`src/rtl/reg_write_arbiter.sv`:
```
// ---------------------------------------------------------------------------
// reg_write_arbiter
//
// Purpose:
//   Round-robin arbiter that lets three requesters share one load-enabled
//   register. A request is accepted only while the FSM is idle. The winner's
//   data is registered onto reg_din and a one-cycle load strobe plus a
//   one-hot grant pulse are issued. A trailing ACK cycle gives the served
//   requester time to drop its request before the next sample.
//
// Ports:
//   clk         in   rising-edge clock
//   reset       in   asynchronous active-high reset
//   req[2:0]    in   load request per requester, held until its gnt bit
//   data0..2    in   write data per requester, stable while its req is high
//   reg_din     out  data bus to the shared register
//   reg_load    out  load strobe to the shared register (one cycle)
//   gnt[2:0]    out  one-hot grant pulse, coincident with reg_load
//   busy        out  high whenever the FSM is not idle
//   load_count  out  saturating count of completed loads
// ---------------------------------------------------------------------------
module reg_write_arbiter #(
    parameter int WIDTH = 32
) (
    input  logic             clk,
    input  logic             reset,
    input  logic [2:0]       req,
    input  logic [WIDTH-1:0] data0,
    input  logic [WIDTH-1:0] data1,
    input  logic [WIDTH-1:0] data2,
    output logic [WIDTH-1:0] reg_din,
    output logic             reg_load,
    output logic [2:0]       gnt,
    output logic             busy,
    output logic [15:0]      load_count
);

    typedef enum logic [1:0] {
        ST_IDLE = 2'd0,
        ST_LOAD = 2'd1,
        ST_ACK  = 2'd2
    } state_t;

    state_t           r_state;
    logic [1:0]       r_last;
    logic [WIDTH-1:0] r_reg_din;
    logic             r_reg_load;
    logic [2:0]       r_gnt;
    logic             r_busy;
    logic [15:0]      r_load_count;

    // (a + b) mod 3 for a in 0..2, b in 0..3
    function automatic logic [1:0] f_mod3_add(input logic [1:0] a, input logic [1:0] b);
        logic [2:0] sum;
        logic [2:0] red;
        sum = {1'b0, a} + {1'b0, b};
        red = sum - 3'd3;
        if (sum >= 3'd3)
            f_mod3_add = red[1:0];
        else
            f_mod3_add = sum[1:0];
    endfunction

    // Candidate gi is the requester searched at position gi of the
    // round-robin order: last+1, last+2, last+3 (== last).
    logic [1:0] w_cand_idx [3];
    logic [2:0] w_cand_req;

    genvar gi;
    generate
        for (gi = 0; gi < 3; gi++) begin : g_cand
            localparam logic [1:0] OFFSET = 2'(gi + 1);
            assign w_cand_idx[gi] = f_mod3_add(r_last, OFFSET);
            assign w_cand_req[gi] = (w_cand_idx[gi] == 2'd0) ? req[0] :
                                    (w_cand_idx[gi] == 2'd1) ? req[1] : req[2];
        end
    endgenerate

    logic             w_any_req;
    logic [1:0]       w_winner;
    logic [2:0]       w_win_onehot;
    logic [WIDTH-1:0] w_win_data;

    // Later assignments override earlier ones, so the earliest candidate in
    // the search order that is requesting wins. If only the previous winner
    // requests (or nobody does), the last candidate is selected; the FSM
    // ignores the result when no request is present.
    always_comb begin
        w_any_req = |req;
        w_winner  = w_cand_idx[2];
        if (w_cand_req[1])
            w_winner = w_cand_idx[1];
        if (w_cand_req[0])
            w_winner = w_cand_idx[0];
    end

    always_comb begin
        w_win_onehot = 3'b100;
        w_win_data   = data2;
        case (w_winner)
            2'd0: begin
                w_win_onehot = 3'b001;
                w_win_data   = data0;
            end
            2'd1: begin
                w_win_onehot = 3'b010;
                w_win_data   = data1;
            end
            default: begin
                w_win_onehot = 3'b100;
                w_win_data   = data2;
            end
        endcase
    end

    // Single FSM with registered outputs. Reset is asynchronous so an
    // in-flight load strobe is withdrawn immediately; because the counter
    // only advances on the LOAD->ACK edge, an interrupted load never counts.
    // last resets to 2 so requester 0 is searched first after reset.
    always_ff @(posedge clk or posedge reset) begin
        if (reset) begin
            r_state      <= ST_IDLE;
            r_last       <= 2'd2;
            r_reg_din    <= '0;
            r_reg_load   <= 1'b0;
            r_gnt        <= 3'b000;
            r_busy       <= 1'b0;
            r_load_count <= 16'd0;
        end else begin
            case (r_state)
                ST_IDLE: begin
                    if (w_any_req) begin
                        r_state    <= ST_LOAD;
                        r_reg_din  <= w_win_data;
                        r_last     <= w_winner;
                        r_reg_load <= 1'b1;
                        r_gnt      <= w_win_onehot;
                        r_busy     <= 1'b1;
                    end
                end
                ST_LOAD: begin
                    r_state    <= ST_ACK;
                    r_reg_load <= 1'b0;
                    r_gnt      <= 3'b000;
                    if (r_load_count != 16'hFFFF)
                        r_load_count <= r_load_count + 16'd1;
                end
                ST_ACK: begin
                    r_state <= ST_IDLE;
                    r_busy  <= 1'b0;
                end
                default: begin
                    r_state    <= ST_IDLE;
                    r_reg_load <= 1'b0;
                    r_gnt      <= 3'b000;
                    r_busy     <= 1'b0;
                end
            endcase
        end
    end

    assign reg_din    = r_reg_din;
    assign reg_load   = r_reg_load;
    assign gnt        = r_gnt;
    assign busy       = r_busy;
    assign load_count = r_load_count;

endmodule

```
`config.mk`:
```
export PLATFORM = sky130hd
export DESIGN_NAME = reg_write_arbiter
export DESIGN_NICKNAME = d
export VERILOG_FILES = /design/src/rtl/reg_write_arbiter.sv
export SDC_FILE = /design/constraint.sdc
export NUM_CORES = 1
export LEC_CHECK = 0
export ABC_AREA = 1
export CORE_MARGIN = 1.5
export CORE_UTILIZATION = 45
export CTS_CLUSTER_DIAMETER = 60
export DETAILED_ROUTE_END_ITERATION = 8
export HOLD_SLACK_MARGIN = 0.02
export PLACE_DENSITY_LB_ADDON = 0.08
export SYNTH_ARGS = -nofsm -noshare
export SYNTH_HDL_FRONTEND = slang
export SYNTH_SLANG_ARGS = --single-unit
```
`constraint.sdc`:
```
create_clock -name clk -period 5.8 [get_ports clk]
set_clock_uncertainty 0.1 [all_clocks]
set_input_delay 1.16 -clock clk [delete_from_list [all_inputs] [get_ports clk]]
set_output_delay 1.16 -clock clk [all_outputs]
set_load 0.02 [all_outputs]
```
==> metrics, run 1 <==
TritonCTS buffer count=9; top cells by count, synth=nand2_1, nor2_1, dfrtp_1; Min-Delay Path Class=reg2reg; EDFF count, synth=0; YS warnings=0; met1 usage=0.313; Iter 0 DRT Violations=221; cell family with the largest share of critical-path delay=buffers and inverters; multi-input logic area=1720 sq um; placed insts=706; post-route ant nets=0; Fin Setup TNS=0 ps; sequential element share of the synthesized area=0.419; Hold Vio Cnt, Final=0; starting density of the core=0.468; VDD IR-drop max=0.487 mV; WL final=10.1 mm; Area Growth Syn to Fin=50.0%; Vias=3662; worst r2r src=r_last[1]$_DFFE_PP1P_; CP startpoint kind=input port; Top FF cell, synth=dfrtp_1; antenna cells=0; Pre-antenna DRT Iters=7; leakage power=0.00235 uW; Net Switching=1610 uW; initial antenna violation count=0; vias in the first global route=3572; PD cells=612 nW/um^2; reg2reg end=reg_din[14]$_DFFE_PP0P_; final net count=723; maxcap violations=0; routed len/inst=14.0 microns; first-pass GRT wire length=16.9 mm; top post-synthesis cells by area=dfrtp_1, nand2_1, nor2_1, nand3_1, nand4_1; Post-CTS Setup Repair Bufs=0; io pins=154; Die Area=8110 sq um; busiest layer in global routing=met2; RSZ-0062 raised after global routing=false; Gate power share=0.665; Clk network pwr share=0.117; Max Freq=0.297 GHz; DIE HEIGHT=90.0 microns; Slew Viols, Final=0; worst slew pin tran=871 ps; Worst Setup SP=req[0]; Crit Path Category=in2reg; Bufs and invs on worst path=3; H-Tree Depth=3; status=completed; synth unique cells=27; Hold Buf Count CTS=0; # rows=31; number of buffers added on ports=153; Setup crit end kind=flop; Finished Layout Cells=722; Tcrit/Tclk final=0.581; clock latency at the later pin of the worst-skew pair=330 ps; share of cells above drive strength 1=0.0530; mapped cell area=3410 sq um; fin crit period=3370 ps; ys async rst share=1.00; worst-path maximum fanout=35; CTS tree=built; area leader, netlist=dfrtp_1; Syn Nets=583; setup violators final=0; Hold WS=351 ps; largest net degree at the start of global routing=58; post-detail-place hpwl=7.18 mm; slowest CP cell=inv_2; Resized cells post-CTS=0; Worst Setup EP=reg_din[21]$_DFFE_PP0P_; Filler cells=642; Clock Path Buffers=2; Switching Fraction=0.515; CP peak stage delay=630 ps; Pint=1520 uW; die width=90.0 microns; GR Overflow Total=0; Syn Area/Cell=7.13 sq um; grt met2 use=0.439; Reg2Reg Setup Slack=2750 ps; flip-flop and latch area=1430 sq um; most frequent cell after synthesis=nand2_1; Root Buffer=clkbuf_8; Register-to-Register Path Depth=13; GRT Resource Usage Total=0.258; sequential power share=0.218; CTS Sinks=57; routed vias/inst=5.07; synthesized flop and latch total=57; GR Util met3=0.0660; Mapped Cells=478; Slew HR=0.418; DRC Markers=0; clk slew on worst S/H paths=70 ps; core area=7290 sq um; crit path DAT=3530 ps; CP Depth=11; worst endpoint required time=5960 ps; top-area cell type share of the netlist area=0.411; routability congestion estimate=0.923; CP cell instances=clkdlybuf4s50_1 -> inv_1 -> nand2_1 -> nand2_2 -> nand3_1 -> nand2_2 -> inv_2 -> nand3_1 -> nand2_1 -> nor2_1 -> nor2_1
-- metal layers --
layer	vias to the layer above	routed length, microns
met5	-	0
met4	0	184
li1	1821	-
met2	174	4870
met3	16	920
met1	1651	4100
-- logic make-up (layout without fill, tap and decap cells) --
group / count (synthesis) / after routing / share of synthesized area
AOI/OAI and AO/OA: 13 / 13 / 0.0250
adders and majority gates: 4 / 4 / 0.0147
buffers and inverters: 53 / 198 / 0.0789
and+or+nand+nor: 338 / 338 / 0.429
xor gates and xnor gates: 13 / 13 / 0.0334
DFF: 57 / 57 / 0.419
-- cell type report --
| type | instances | area share |
|---|---|---|
| multi-input cells | 368 | 0.336 |
| repair buffers | 155 | 0.302 |
| flip-flops and latches | 57 | 0.279 |
| clock buffers | 11 | 0.0276 |
| well taps | 99 | 0.0242 |
| inverters | 27 | 0.0198 |
| clock inverters | 5 | 0.0108 |
-- per-stage QoR --
step / setup slack [ps] / area, sq um / power (uW) / util
floorplan: 3140 / 3410 / 2230 / -
global placement: 2180 / 4920 / 2710 / 0.674
detailed placement: 2080 / 4920 / 2770 / 0.674
CTS: 2420 / 5110 / 3140 / 0.701
global route: 2140 / 5110 / 3420 / 0.701
finish: 2430 / 5110 / 3130 / 0.701
-- layout by cell type (no fill, tap or decap) --
master           netlist  final
clkdlybuf4s50_1        0    153
nand2_1              133    133
nor2_1               105    105
dfrtp_1               56     56
nand3_1               49     49
nand4_1               35     35
inv_1                 23     22
xor2_1                11     11
clkbuf_8               0     10
o21ai_0                6      6
nor3_1                 6      6
inv_2                  4      5
nand2_2                4      4
ha_1                   4      4
o31ai_1                3      3
a21oi_1                2      2
xnor2_1                2      2
clkinv_2               0      2
clkinvlp_4             0      2
buf_4                  2      2
nand3_2                1      1
nor2_2                 2      1
nand2_4                1      1
nor2_4                 0      1
a21oi_4                1      1
nor3_2                 1      1
nor3b_1                1      1
a31oi_1                1      1
bufinv_16              0      1
clkbuf_1               4      1
dfstp_2                1      1
-- state kept, by name, summed over array words and instances (netlist names) --
signal      flops
reg_din        32
load_count     16
gnt             3
r_last          2
r_state         2
busy            1
reg_load        1
-- worst min path at each step --
stage                                       from                      to  slack, ps  depth (start not counted)
after floorplan           r_state[1]$_DFFE_PP0N_  r_state[1]$_DFFE_PP0N_        310                          1
after global placement    r_state[1]$_DFFE_PP0N_  r_state[1]$_DFFE_PP0N_        350                          1
after detailed placement  r_state[1]$_DFFE_PP0N_  r_state[1]$_DFFE_PP0N_        350                          1
after CTS                 r_state[1]$_DFFE_PP0N_  r_state[1]$_DFFE_PP0N_        350                          1
after global routing      r_state[1]$_DFFE_PP0N_  r_state[1]$_DFFE_PP0N_        390                          1
final                     r_state[1]$_DFFE_PP0N_  r_state[1]$_DFFE_PP0N_        350                          1
-- power groups by stage --
stage / combinational [uW] / clock, uW / sequential, uW
after floorplan: 1380 / 0 / 851
after global placement: 2030 / 0 / 681
after detailed placement: 2080 / 0 / 688
after CTS: 2090 / 372 / 684
after global routing: 2330 / 391 / 705
final: 2080 / 366 / 683
Note: power is estimated with default switching activity, not from simulation.
==> inputs of run 2 (changes only) <==
--- a/config.mk
+++ b/config.mk
@@ -7,7 +7,7 @@
 export LEC_CHECK = 0
 export ABC_AREA = 1
 export CORE_MARGIN = 1.5
-export CORE_UTILIZATION = 45
+export CORE_UTILIZATION = 42
 export CTS_CLUSTER_DIAMETER = 60
 export DETAILED_ROUTE_END_ITERATION = 8
 export HOLD_SLACK_MARGIN = 0.02
==> constraint.sdc (replaced) <==
create_clock -name clk -period 3.2 [get_ports clk]
set_clock_uncertainty 0.1 [all_clocks]
set_input_delay 0.64 -clock clk [delete_from_list [all_inputs] [get_ports clk]]
set_output_delay 0.64 -clock clk [all_outputs]
set_load 0.02 [all_outputs]
==> run 2 against run 1 <==
Clock power rose by 110%. Worst setup slack lost 1700 ps. Non-clock buffer count grew 6. Combinational power rose by 88%. Design area rose by 2.1%. Critical path type is now reg2reg.
==> metrics, run 2 (synthesis gave the netlist of run 1 again) <==
WHS Endpoint=r_state[1]$_DFFE_PP0N_; Clock Path Buffers=2 (unchanged); Root Buffer=clkbuf_8; Fin Setup TNS=0 ps (unchanged); DIE HEIGHT=93.1 microns (+3.4%); Crit Path Category=reg2reg; core area=7810 sq um (+7.1%); reg2reg end=reg_din[27]$_DFFE_PP0P_; WHS Path Cells=1 (unchanged); status=completed; Hold Vio Cnt, Final=0 (unchanged); starting density of the core=0.437 (-0.0309); Tcrit/Tclk final=0.780; grt met2 use=0.408 (-0.0306); Pre-antenna DRT Iters=5 (-2); DRC Markers=0 (unchanged); Hold WS=370 ps (+19.5 ps); largest net degree at the start of global routing=40 (-31%); most common cell after layout, fill and taps aside=clkdlybuf4s50_1; CTS Sinks=57 (unchanged); Resized cells post-CTS=0 (unchanged); Die Area=8670 sq um (+6.9%); Setup crit end kind=flop; total power=5900 uW (+89%); GR Overflow Total=0 (unchanged); maxcap violations=0 (unchanged); share of cells above drive strength 1=0.0636 (+0.0106); Post-CTS Setup Repair Bufs=0 (unchanged); H-Tree Depth=3 (unchanged); CP peak stage delay=530 ps (-100 ps); Min-Delay Path Class=reg2reg; setup violators final=0 (unchanged); crit path DAT=2660 ps (-870 ps); initial antenna violation count=0 (unchanged); worst slew pin tran=635 ps (-236 ps); busiest layer in global routing=met2; PD cells=1130 nW/um^2 (+85%); fin crit period=2500 ps; Iter 0 DRT Violations=218 (-1.4%); Slew Viols, Final=0 (unchanged); clock latency at the later pin of the worst-skew pair=330 ps (about the same); routed len/inst=14.1 microns (+0.82%); die width=93.1 microns (+3.4%); Slew HR=0.576 (+0.158); post-route ant nets=0 (unchanged); leakage power=0.00241 uW (+2.4%); post-detail-place hpwl=7.40 mm (+3.0%); VDD IR-drop max=0.754 mV (+55%); RSZ-0062 raised after global routing=false; CP startpoint kind=flop; hold_sp=r_state[1]$_DFFE_PP0N_; GRT Resource Usage Total=0.247 (-0.0108); CP cell instances=inv_1 -> ha_1 -> inv_2 -> nand2_1 -> nand3_2 -> nand2_2 -> nand3_1 -> nand2_2 -> inv_2 -> nand3_1 -> nand2_1 -> nor2_1 -> nor2_1; final net count=729 (+0.83%); Hold Buf Count CTS=0 (unchanged); Util after Layout=0.669 (-0.0327); worst endpoint required time=3360 ps (-2600 ps); routed vias/inst=5.07 (about the same); vias in the first global route=3503 (-1.9%); most frequent cells in the layout=clkdlybuf4s50_1, nand2_1, nor2_1, dfrtp_1, nand3_1; GR Util met3=0.0577 (-0.00827); slowest CP cell=dfstp_2; antenna cells=0 (unchanged); Reg2Reg Setup Slack=700 ps (-2050 ps); # rows=32 (+3.2%); TritonCTS buffer count=9 (unchanged); Register-to-Register Path Depth=13 (unchanged); number of buffers added on ports=153 (unchanged); WL final=10.3 mm (+2.1%); worst r2r src=r_last[1]$_DFFE_PP1P_; io pins=154 (unchanged); CTS tree=built; fin worst setup slack=703 ps (-1730 ps); met1 usage=0.315 (+0.00203); Area Growth Syn to Fin=53.1%; worst-path maximum fanout=33 (-5.7%); max reg flops=32 (unchanged); Worst Setup Slack post-DPL=440 ps (-1640 ps); clk slew on worst S/H paths=60 ps (about the same); Vias=3706 (+1.2%); routability congestion estimate=0.844 (-8.6%); first-pass GRT wire length=16.9 mm (-0.17%); Max Freq=0.400 GHz
-- run 2: cell types whose count changed in the layout (fill, tap and decap cells not counted), sizes merged --
cell / previous run / this run
buf: 2 / 8
bufinv: 1 / 2
clkinvlp: 2 / 1
-- run 2: stage by stage --
stage	std cells	instance area (sq um)
2_1_floorplan	478	3410
3_3_place_gp	715	4990
3_5_place_dp	715	4990
4_1_cts	731	5220
5_1_grt	731	5220
6_report	731	5220
-- run 2: area by class of cell --
class	count	area (sq um)
clock buffers	11	151
multi-input cells	368	1720
clock inverters	5	77.6
well taps	102	128
repair buffers	161	1620
flip-flops and latches	57	1430
inverters	27	101
fillers	668	2590
-- run 2: how the worst max path moves through the flow --
stage                                          to  slack [ps]             startpoint  cells past startpoint
after global routing      reg_din[10]$_DFFE_PP0P_         500  r_last[1]$_DFFE_PP1P_                     13
final                     reg_din[27]$_DFFE_PP0P_         700  r_last[1]$_DFFE_PP1P_                     13
after global placement    reg_din[14]$_DFFE_PP0P_         540                 req[1]                     12
after detailed placement  reg_din[12]$_DFFE_PP0P_         440                 req[1]                     12
after floorplan                  busy$_DFFE_PP0P_        1060                  reset                      1
after CTS                 reg_din[27]$_DFFE_PP0P_         740  r_last[1]$_DFFE_PP1P_                     13
-- run 2: routing by layer --
layer	vias to the layer above	share of wire
met3	15	0.083
met5	-	0
met2	163	0.48
met1	1688	0.42
li1	1840	-
met4	0	0.015
-- run 2: report_power, final --
part / total (uW) / internal, uW / switching [uW]
combinational: 3900 / 1420 / 2470
clock: 775 / 478 / 296
sequential: 1230 / 1040 / 191
total: 5900 / 2940 / 2960
-- run 2: worst max-delay path: cells and delay by family, from the launching register on --
family,cells,cell delay (ps)
and+or+nand+nor,9,850
DFF,1,530
buffers and inverters,3,630
adders and majority gates,1,330
==> inputs of run 3 (changes only) <==
==> constraint.sdc (replaced) <==
create_clock -name clk -period 2.3 [get_ports clk]
set_clock_uncertainty 0.1 [all_clocks]
set_input_delay 0.46 -clock clk [delete_from_list [all_inputs] [get_ports clk]]
set_output_delay 0.46 -clock clk [all_outputs]
set_load 0.02 [all_outputs]
==> run 3 against run 2 <==
First-iteration DRC count shrank 37%. Combinational power grew 67%. Hold slack gained 11 ps. Fmax grew 14%. Flip-flop and latch count is the same. Routed wire length grew 3.6%. Largest cell class is now buffers. Largest power group unchanged.
==> metrics, run 3 (synthesis gave the netlist of run 1 again) <==
status=completed; DIE HEIGHT=93.1 microns (unchanged); Area Growth Syn to Fin=61.1%; routed vias/inst=4.99 (-1.6%); Switching Fraction=0.478 (-0.0241); # rows=32 (unchanged); first-pass GRT wire length=16.8 mm (-0.65%); Min-Delay Path Class=reg2reg; Vias=3703 (-0.081%); Worst Setup Slack post-DPL=-174 ps (-614 ps); Hold Vio Cnt, Final=0 (unchanged); worst slew pin tran=411 ps (-224 ps); worst-path maximum fanout=17 (-48%); WL final=10.7 mm (+3.6%); routability congestion estimate=0.880 (+4.3%); share of cells above drive strength 1=0.0906 (+0.0270); CTS Sinks=57 (unchanged); Slew Viols, Final=0 (unchanged); Root Buffer=clkbuf_8; fin worst setup slack=101 ps (-602 ps); Worst Setup SP=r_last[0]$_DFFE_PP0P_; post-detail-place hpwl=7.39 mm (-0.13%); initial antenna violation count=0 (unchanged); VDD IR-drop max=1.12 mV (+48%); CTS tree=built; multi-input logic area=1770 sq um (+2.8%); TritonCTS buffer count=9 (unchanged); Filler cells=652 (-2.4%); antenna cells=0 (unchanged); worst endpoint required time=2420 ps (-940 ps); post-route cell area=5490 sq um (+5.2%); max reg flops=32 (unchanged); final net count=740 (+1.5%); Tcrit/Tclk final=0.956 (+0.176); vias in the first global route=3655 (+4.3%); Setup crit end kind=flop; leakage power=0.00253 uW (+4.9%); routed len/inst=14.4 microns (+2.0%); sequential power share=0.184 (-0.025); crit path DAT=2320 ps (-340 ps); Crit Path Category=reg2reg; largest net degree at the start of global routing=58 (+45%); Gate power share=0.697 (+0.037); PD cells=1700 nW/um^2 (+50%); most common cell after layout, fill and taps aside=clkdlybuf4s50_1; Clk network pwr share=0.119 (-0.012); H-Tree Depth=3 (unchanged); starting density of the core=0.437 (unchanged); hold_sp=r_state[1]$_DFFE_PP0N_; setup violators final=0 (unchanged); Iter 0 DRT Violations=138 (-37%); GR Overflow Total=0 (unchanged); Net Switching=4460 uW (+51%); DRC Markers=0 (unchanged); core area=7810 sq um (unchanged); clock latency at the later pin of the worst-skew pair=340 ps (about the same); GRT Resource Usage Total=0.247 (about the same); placed standard-cell area=5100 sq um (+2.2%); number of buffers added on ports=153 (unchanged); clk slew on worst S/H paths=70 ps (about the same); worst r2r src=r_last[0]$_DFFE_PP0P_; Max Freq=0.455 GHz (+14%); Slew HR=0.725 (+0.149); Die Area=8670 sq um (unchanged); CP startpoint kind=flop; io pins=154 (unchanged); post-route ant nets=0 (unchanged); maxcap violations=0 (unchanged); Clock Path Buffers=2 (unchanged); flip-flop and latch area=1430 sq um (unchanged); Pre-antenna DRT Iters=4 (-1); die width=93.1 microns (unchanged); most frequent cells in the layout=clkdlybuf4s50_1, nand2_1, nor2_1, dfrtp_1, nand3_1; fin crit period=2200 ps (-298 ps); Pint=4880 uW (+66%)
[run 3: critical path: stages, from the launching register on]
cell	delay, ps
dfrtp_1	410
inv_1	160
ha_2	250
inv_2	80
nand2_1	70
nand3_1	100
nand3_1	130
nand2_2	110
nand2_2	140
nand2_4	80
buf_6	160
nand2_1	70
nand2_1	50
nor2_1	120
nor2_1	60
[run 3: through the flow]
stage / std cells / setup TNS [ps] / hold WS (ps) / utilization / total power [uW]
6_report: 742 / 0 / 381 / 0.703 / 9340
2_1_floorplan: 478 / 0 / 315 / - / 5630
3_3_place_gp: 723 / -689 / 364 / 0.653 / 7420
5_1_grt: 742 / -58.9 / 398 / 0.703 / 10100
3_5_place_dp: 723 / -4630 / 368 / 0.653 / 7590
4_1_cts: 739 / 0 / 379 / 0.685 / 8760
[run 3: what timing repair did]
action | in CTS | in global routing
endpoints found under the setup margin | 32 | 32
cloned | 0 | 3
pin swaps | 0 | 7
buffers inserted | 0 | 1
hold buffers | 0 | 0
resized for setup | 2 | 18
[run 3: cell type report]
type,instances,area share
Clock buffer,12,0.0301
Timing Repair Buffer,172,0.332
Clock inverter,4,0.0134
Multi-Input combinational cell,368,0.321
Sequential cell,57,0.260
Inverter,27,0.0198
Tap cell,102,0.0232
[run 3: power by group through the flow]
stage	clock [uW]	sequential, uW	combinational [uW]
finish	1120	1720	6510
global route	1180	1770	7170
global placement	0	1710	5710
CTS	1140	1720	5910
detailed placement	0	1730	5860
floorplan	0	2150	3480
[run 3: path summary, 6_finish.rpt]
kind | end | slack, ps | cells past startpoint
max | reg_din[16]$_DFFE_PP0P_ | 100 | 14
min in group asynchronous | reg_load$_DFFE_PP0P_ | 390 | 3
max in group asynchronous | r_last[1]$_DFFE_PP1P_ | 1390 | 3
min reg2reg | r_state[1]$_DFFE_PP0N_ | 380 | 1
max reg2reg | reg_din[16]$_DFFE_PP0P_ | 100 | 14
min | r_state[1]$_DFFE_PP0N_ | 380 | 1
[run 3: routing by layer]
metal  vias up  global-route usage  part of all wire
met5         -                   0                 0
met4         0              0.0896             0.014
met3        13              0.0593             0.073
met2       136               0.440              0.50
met1      1702               0.287              0.42
li1       1852                   -                 -
